$ cat src/rtl/tristate_bus_ctrl.sv
// Sequencer for a shared tri-state data bus: single read/write transactions
// with registered strobes, output-enable and a turnaround gap after each one.
module tristate_bus_ctrl #(
    parameter int width     = 8,
    parameter int awidth    = 8,
    parameter int WR_CYCLES = 1,
    parameter int RD_WAIT   = 2,
    parameter int TA_CYCLES = 1
) (
    input  logic              CLK,
    input  logic              RST,
    input  logic              EN_req,
    output logic              RDY_req,
    input  logic              req_write,
    input  logic [awidth-1:0] req_addr,
    input  logic [width-1:0]  req_wdata,
    input  logic              EN_resp,
    output logic              RDY_resp,
    output logic [width-1:0]  resp_data,
    output logic [awidth-1:0] BUS_ADDR,
    output logic              BUS_CS,
    output logic              BUS_WE,
    output logic [width-1:0]  BUS_OUT,
    output logic              BUS_OE,
    input  logic [width-1:0]  BUS_IN
);

    localparam int CMAX0 = (WR_CYCLES > RD_WAIT) ? WR_CYCLES : RD_WAIT;
    localparam int CMAX  = (CMAX0 > TA_CYCLES) ? CMAX0 : TA_CYCLES;
    localparam int CW    = $clog2(CMAX + 1);

    localparam logic [CW-1:0] WR_LOAD = CW'(WR_CYCLES - 1);
    localparam logic [CW-1:0] RD_LOAD = CW'(RD_WAIT - 1);
    localparam logic [CW-1:0] TA_LOAD = CW'((TA_CYCLES > 0) ? TA_CYCLES - 1 : 0);

    typedef enum logic [1:0] {IDLE, WRITE, READ, TURN} state_t;

    state_t        state;
    logic [CW-1:0] cnt;
    logic          resp_hold;

    // Response still occupies the slot after this edge.
    assign resp_hold = RDY_resp && !EN_resp;

    always_ff @(posedge CLK) begin
        if (RST) begin
            state     <= IDLE;
            cnt       <= '0;
            RDY_req   <= 1'b1;
            RDY_resp  <= 1'b0;
            resp_data <= '0;
            BUS_ADDR  <= '0;
            BUS_CS    <= 1'b0;
            BUS_WE    <= 1'b0;
            BUS_OUT   <= '0;
            BUS_OE    <= 1'b0;
        end else begin
            if (RDY_resp && EN_resp)
                RDY_resp <= 1'b0;

            unique case (state)
                IDLE: begin
                    if (EN_req && RDY_req) begin
                        RDY_req  <= 1'b0;
                        BUS_ADDR <= req_addr;
                        BUS_CS   <= 1'b1;
                        if (req_write) begin
                            state   <= WRITE;
                            cnt     <= WR_LOAD;
                            BUS_WE  <= 1'b1;
                            BUS_OE  <= 1'b1;
                            BUS_OUT <= req_wdata;
                        end else begin
                            state <= READ;
                            cnt   <= RD_LOAD;
                        end
                    end else begin
                        RDY_req <= !resp_hold;
                    end
                end

                WRITE: begin
                    if (cnt != '0) begin
                        cnt <= cnt - 1'b1;
                    end else begin
                        BUS_CS <= 1'b0;
                        BUS_WE <= 1'b0;
                        BUS_OE <= 1'b0;
                        if (TA_CYCLES == 0) begin
                            state   <= IDLE;
                            RDY_req <= !resp_hold;
                        end else begin
                            state <= TURN;
                            cnt   <= TA_LOAD;
                        end
                    end
                end

                READ: begin
                    if (cnt != '0) begin
                        cnt <= cnt - 1'b1;
                    end else begin
                        BUS_CS    <= 1'b0;
                        resp_data <= BUS_IN;
                        RDY_resp  <= 1'b1;
                        if (TA_CYCLES == 0) begin
                            state   <= IDLE;
                            RDY_req <= 1'b0;
                        end else begin
                            state <= TURN;
                            cnt   <= TA_LOAD;
                        end
                    end
                end

                TURN: begin
                    if (cnt != '0) begin
                        cnt <= cnt - 1'b1;
                    end else begin
                        state   <= IDLE;
                        RDY_req <= !resp_hold;
                    end
                end
            endcase
        end
    end

endmodule

$ cat config.mk
export PLATFORM = sky130hd
export DESIGN_NAME = tristate_bus_ctrl
export DESIGN_NICKNAME = d
export VERILOG_FILES = /design/src/rtl/tristate_bus_ctrl.sv
export SDC_FILE = /design/constraint.sdc
export NUM_CORES = 1
export LEC_CHECK = 0
export ABC_AREA = 1
export CAP_MARGIN = 20
export CORE_MARGIN = 10
export CORE_UTILIZATION = 35
export DETAILED_ROUTE_END_ITERATION = 12
export PLACE_DENSITY_LB_ADDON = 0.1
export SYNTH_ARGS = -nofsm -noshare
export SYNTH_HDL_FRONTEND = slang
export SYNTH_SLANG_ARGS = --single-unit
export TNS_END_PERCENT = 5
$ cat constraint.sdc
create_clock -name CLK -period 2.54 [get_ports CLK]
set_input_delay 0.508 -clock CLK [delete_from_list [all_inputs] [get_ports CLK]]
set_output_delay 0.508 -clock CLK [all_outputs]
set_load 0.005 [all_outputs]
-- After elaboration in Yosys (flattened, before gate mapping)
Cells that the tools add are included.
- bits in registers: 32
- bits of input ports: 29
- logic and storage cells: 61
- add/sub/neg operators: 1
- equal/unequal tests: 9
- muxes and demuxes: 22
- bitwise operators: 1
- reductions and logical operators: 19
- operators with widths (cell ; count):
    $mux 2 ; 7
    $ne 2x2->1 const B ; 6
    $pmux 2 s3 ; 2
    $mux 1 ; 10
    $reduce_and 3->1 ; 3
    $reduce_and 2->1 ; 4
    $reduce_bool 2->1 ; 4
    $pmux 1 s2 ; 3
    $eq 2x2->1 const B ; 2
    $reduce_and 4->1 ; 1
    $logic_and 1x1->1 ; 3
    $eq 2x1->1 const B ; 1
    $logic_not 1->1 ; 2
    $logic_not 2->1 ; 1
    $reduce_or 2->1 ; 1
    $sub 2x1->2 const B ; 1
    $not 1->1 ; 1

-- Longest topological paths before layout
- depth in word-level cells: 5
- gate-level depth with buffers: 8

-- Least setup slack after synthesis
No wires, ideal clock.
- path type: register to register
- start point: register state[0]
- end point: register BUS_ADDR[6]
- library setup time: 0.116 ns
- arrival time: 1.176 ns
- required time: 2.424 ns
- setup slack: 1.248 ns
- stages on the path, launching flop included: 7
- path buffers: 1
- cells stage by stage: dfxtp_1 inv_1 ha_1 nand3_4 buf_6 o21ai_1 a21oi_1
- word-level cells in the longest chain between the ends: 2
- ends and longest elaborated chain (what ; line ; RTL):
    from (decl) ; 38 ; state_t state;
    from (signal assigned) ; 47 ; state <= IDLE;
    from (signal assigned) ; 68 ; state <= WRITE;
    from (signal assigned) ; 74 ; state <= READ;
    $logic_not 2->1 ; 61 ; unique case (state)
    $reduce_and 2->1 (no line) ; n/a ;
    to (signal assigned) ; 65 ; BUS_ADDR <= req_addr;
    to (decl) ; 20 ; output logic [awidth-1:0] BUS_ADDR,
No other way between the ends.
A chain may end at the register's enable or synchronous reset.

-- Worst setup path in the final report
- start point: register RDY_req
- end point: output RDY_req
- RTL lines (what ; line ; RTL):
    from (decl) ; 13 ; output logic RDY_req,
    from (signal assigned) ; 78 ; RDY_req <= !resp_hold;
    from (signal assigned) ; 91 ; RDY_req <= !resp_hold;
    from (signal assigned) ; 121 ; RDY_req <= !resp_hold;
No word-level cell between the ends.

==> results.toml <==
[sta]
setup_viol = 0
report.final.slew_viol_count = 0
fin_ws_ns = 0.695
tightest_slew_ns = 0.405
rsz0062_at_grt = "false"
max-slew-margin-rel = 0.730
fin_crit_sh = 0.726
fin_tns_setup_ns = 0
hold_viol_final = 0
min_period_ns = 1.84
fin_skew_ns = 0.00695
max_freq_ghz = 0.542

[die]
fp.dieH_um = 83.7
std_cell_rows = 23
ios = 58
start_util = 0.358
core_area_um2 = 3970
die_x_um = 83.7
design.die.area_um2 = 7010

[cells_and_area]
diodes = 0
synthToLayoutAreaGrowth_pct = 50.2
layout.nets = 285
final_layout_size_suffix_gt1_frac = 0.0685
fillers = 386

[global_route]
grt_pass1_vias = 1263
grt_pass1_wl_um = 6050
grt_max_degree = 17
grt-ovfl-total = 0
antenna_found_initial = 0
track_usage = 0.105

[routing]
drt_iter0_markers = 31
drc_errors = 0
wl_per_cell_um = 12.4
via_per_inst = 4.51
num_vias = 1345
wirelength_um = 3710
antenna_left = 0
firstDrtPassIters = 4

[yosys]
synth_seq_cells = 32
yosysSeqAreaShare = 0.451
yosys_warnings = 0
synth_cells = 187
synth_nets = 224
syn_avg_cell_area_um2 = 7.59
synth_area_um2 = 1420
netlist-cell-type-count = 22

[flow_run]
drv_cap = 0

[clocking]
cts_made_buffers = 5
cts_setup_buffers = 0
cts_sinks = 32
cts_htree_levels = 2
cts.root.buffer_cell = "clkbuf_8"
post_cts_resized = 0
clk_pin_slew_ns = 0.07
cts_tree = "done"
cts_buffer_depth = 2
worst_skew_pair.late_latency_ns = 0.28
holdBufCountCts = 0

[placement]
port_buffers = 57
dpl.hpwl_um = 2860
place_ws_ns = 0.797
gp_congestion = 0.761

[worst_setup_path]
end_kind = "output port"
start_kind = "flip-flop"
required_ns = 2.03
crit_path_max_incr_delay_ns = 0.58
path_cells = "clkdlybuf4s50_1"
slowest_stage = "clkdlybuf4s50_1"
worstSetupPathType = "reg -> out"
cp_max_fo = 5
crit_family = "buffers and inverters"
crit_buf_inv = 1
crit_arrival_ns = 1.34

[status]
status = "finished, final reports clean"

[power_and_ir_drop]
leakagePower_nw = 0.897
power_density_nw_per_um2 = 972
peakVddDrop_mv = 0.460

[hold_path]
min_path_type = "reg -> reg"
==> worst reg2reg max path: cells and delay by family (launching register included) <==
kind	cells	cell delay, ns
adder cells (fa/ha/maj)	1	0.41
flip-flops	1	0.35
AND/OR/NAND/NOR	2	0.31
AO/OA/AOI/OAI	1	0.23
buffers and inverters	1	0.11
==> synthesized netlist by cell type, drive strengths merged <==
| library cell | number | area [um^2] |
|---|---|---|
| nor2 | 43 | 161 |
| a21oi | 10 | 53.8 |
| clkbuf | 1 | 3.75 |
| nand2 | 27 | 104 |
| dfxtp | 32 | 641 |
| nand4 | 1 | 21.3 |
| clkinv | 1 | 8.76 |
| buf | 4 | 27.5 |
| inv | 23 | 86.3 |
| ha | 8 | 100 |
| o211ai | 1 | 7.51 |
| o21ai | 26 | 138 |
| nand3 | 10 | 67.6 |
==> layer usage <==
layer  routed length, um  vias up  GRT usage
li1                    -      711          -
met1                1710      588      0.122
met2                1640       42      0.160
met3                 315        4     0.0518
met4                  46        0     0.0411
met5                   0        -          0
==> area by class of cell <==
class | count | area [um^2] | share of cell area
clock buffer | 7 | 96.3 | 0.0452
tap | 50 | 62.6 | 0.0293
sequential | 32 | 641 | 0.300
timing repair buffer | 59 | 586 | 0.274
inverter | 24 | 95.1 | 0.0446
multi-input combinational | 126 | 653 | 0.306
==> through the flow <==
| stage | util | area [um^2] | instances | hold slack [ns] | power [mW] |
|---|---|---|---|---|---|
| 3_3_place_gp | 0.513 | 2040 | 291 | 0.431 | 1.67 |
| 2_1_floorplan | - | 1420 | 187 | 0.439 | 1.27 |
| 6_report | 0.537 | 2130 | 298 | 0.441 | 2.07 |
| 3_5_place_dp | 0.513 | 2040 | 291 | 0.434 | 1.67 |
| 5_1_grt | 0.537 | 2130 | 298 | 0.473 | 2.25 |
| 4_1_cts | 0.537 | 2130 | 298 | 0.444 | 2.10 |
==> layout by cell type (no fill, tap or decap) <==
master           Yosys  routed
a21oi_1              9       9
a21oi_2              1       1
buf_4                1       2
clkbuf_8             0       7
clkdlybuf4s50_1      0      57
clkinv_4             1       1
dfxtp_1             32      32
ha_1                 8       8
inv_1               23      23
nand2_1             26      26
nand2_2              1       1
nand3_1              8       8
nand3_2              1       1
nand3_4              1       1
nand4_4              1       1
nor2_1              43      43
o211ai_1             1       1
o21ai_0             22      22
o21ai_1              2       2
o21ai_2              2       2
==> final timing paths <==
path | start | end | slack, ns | cells past startpoint
max | RDY_req | RDY_req | 0.70 | 1
min | BUS_ADDR[7] | BUS_ADDR[7] | 0.44 | 2
max reg2reg | state[0] | BUS_OUT[6] | 1.03 | 5
min reg2reg | BUS_ADDR[7] | BUS_ADDR[7] | 0.44 | 2
==> sequential cells by signal, summed over array words and instances, names as in the netlist <==
register   count
RDY_req        1
RDY_resp       1
state          2
BUS_OE         1
BUS_CS         1
resp_data      8
cnt            2
BUS_ADDR       8
BUS_OUT        8
==> cell families (layout without fill, tap and decap cells) <==
group	Yosys count	count (layout)	share of synthesized area
DFF	32	32	0.451
buffers and inverters	29	90	0.0890
adders and majority gates	8	8	0.0705
and+or+nand+nor	81	81	0.249
AOI/OAI and AO/OA	37	37	0.140
==> where the power goes <==
group | total (mW) | internal, mW | switching, mW
Sequential | 0.746 | 0.652 | 0.0936
Clock | 0.421 | 0.241 | 0.180
Combinational | 0.906 | 0.446 | 0.461
Note: power is estimated with default switching activity, not from simulation.
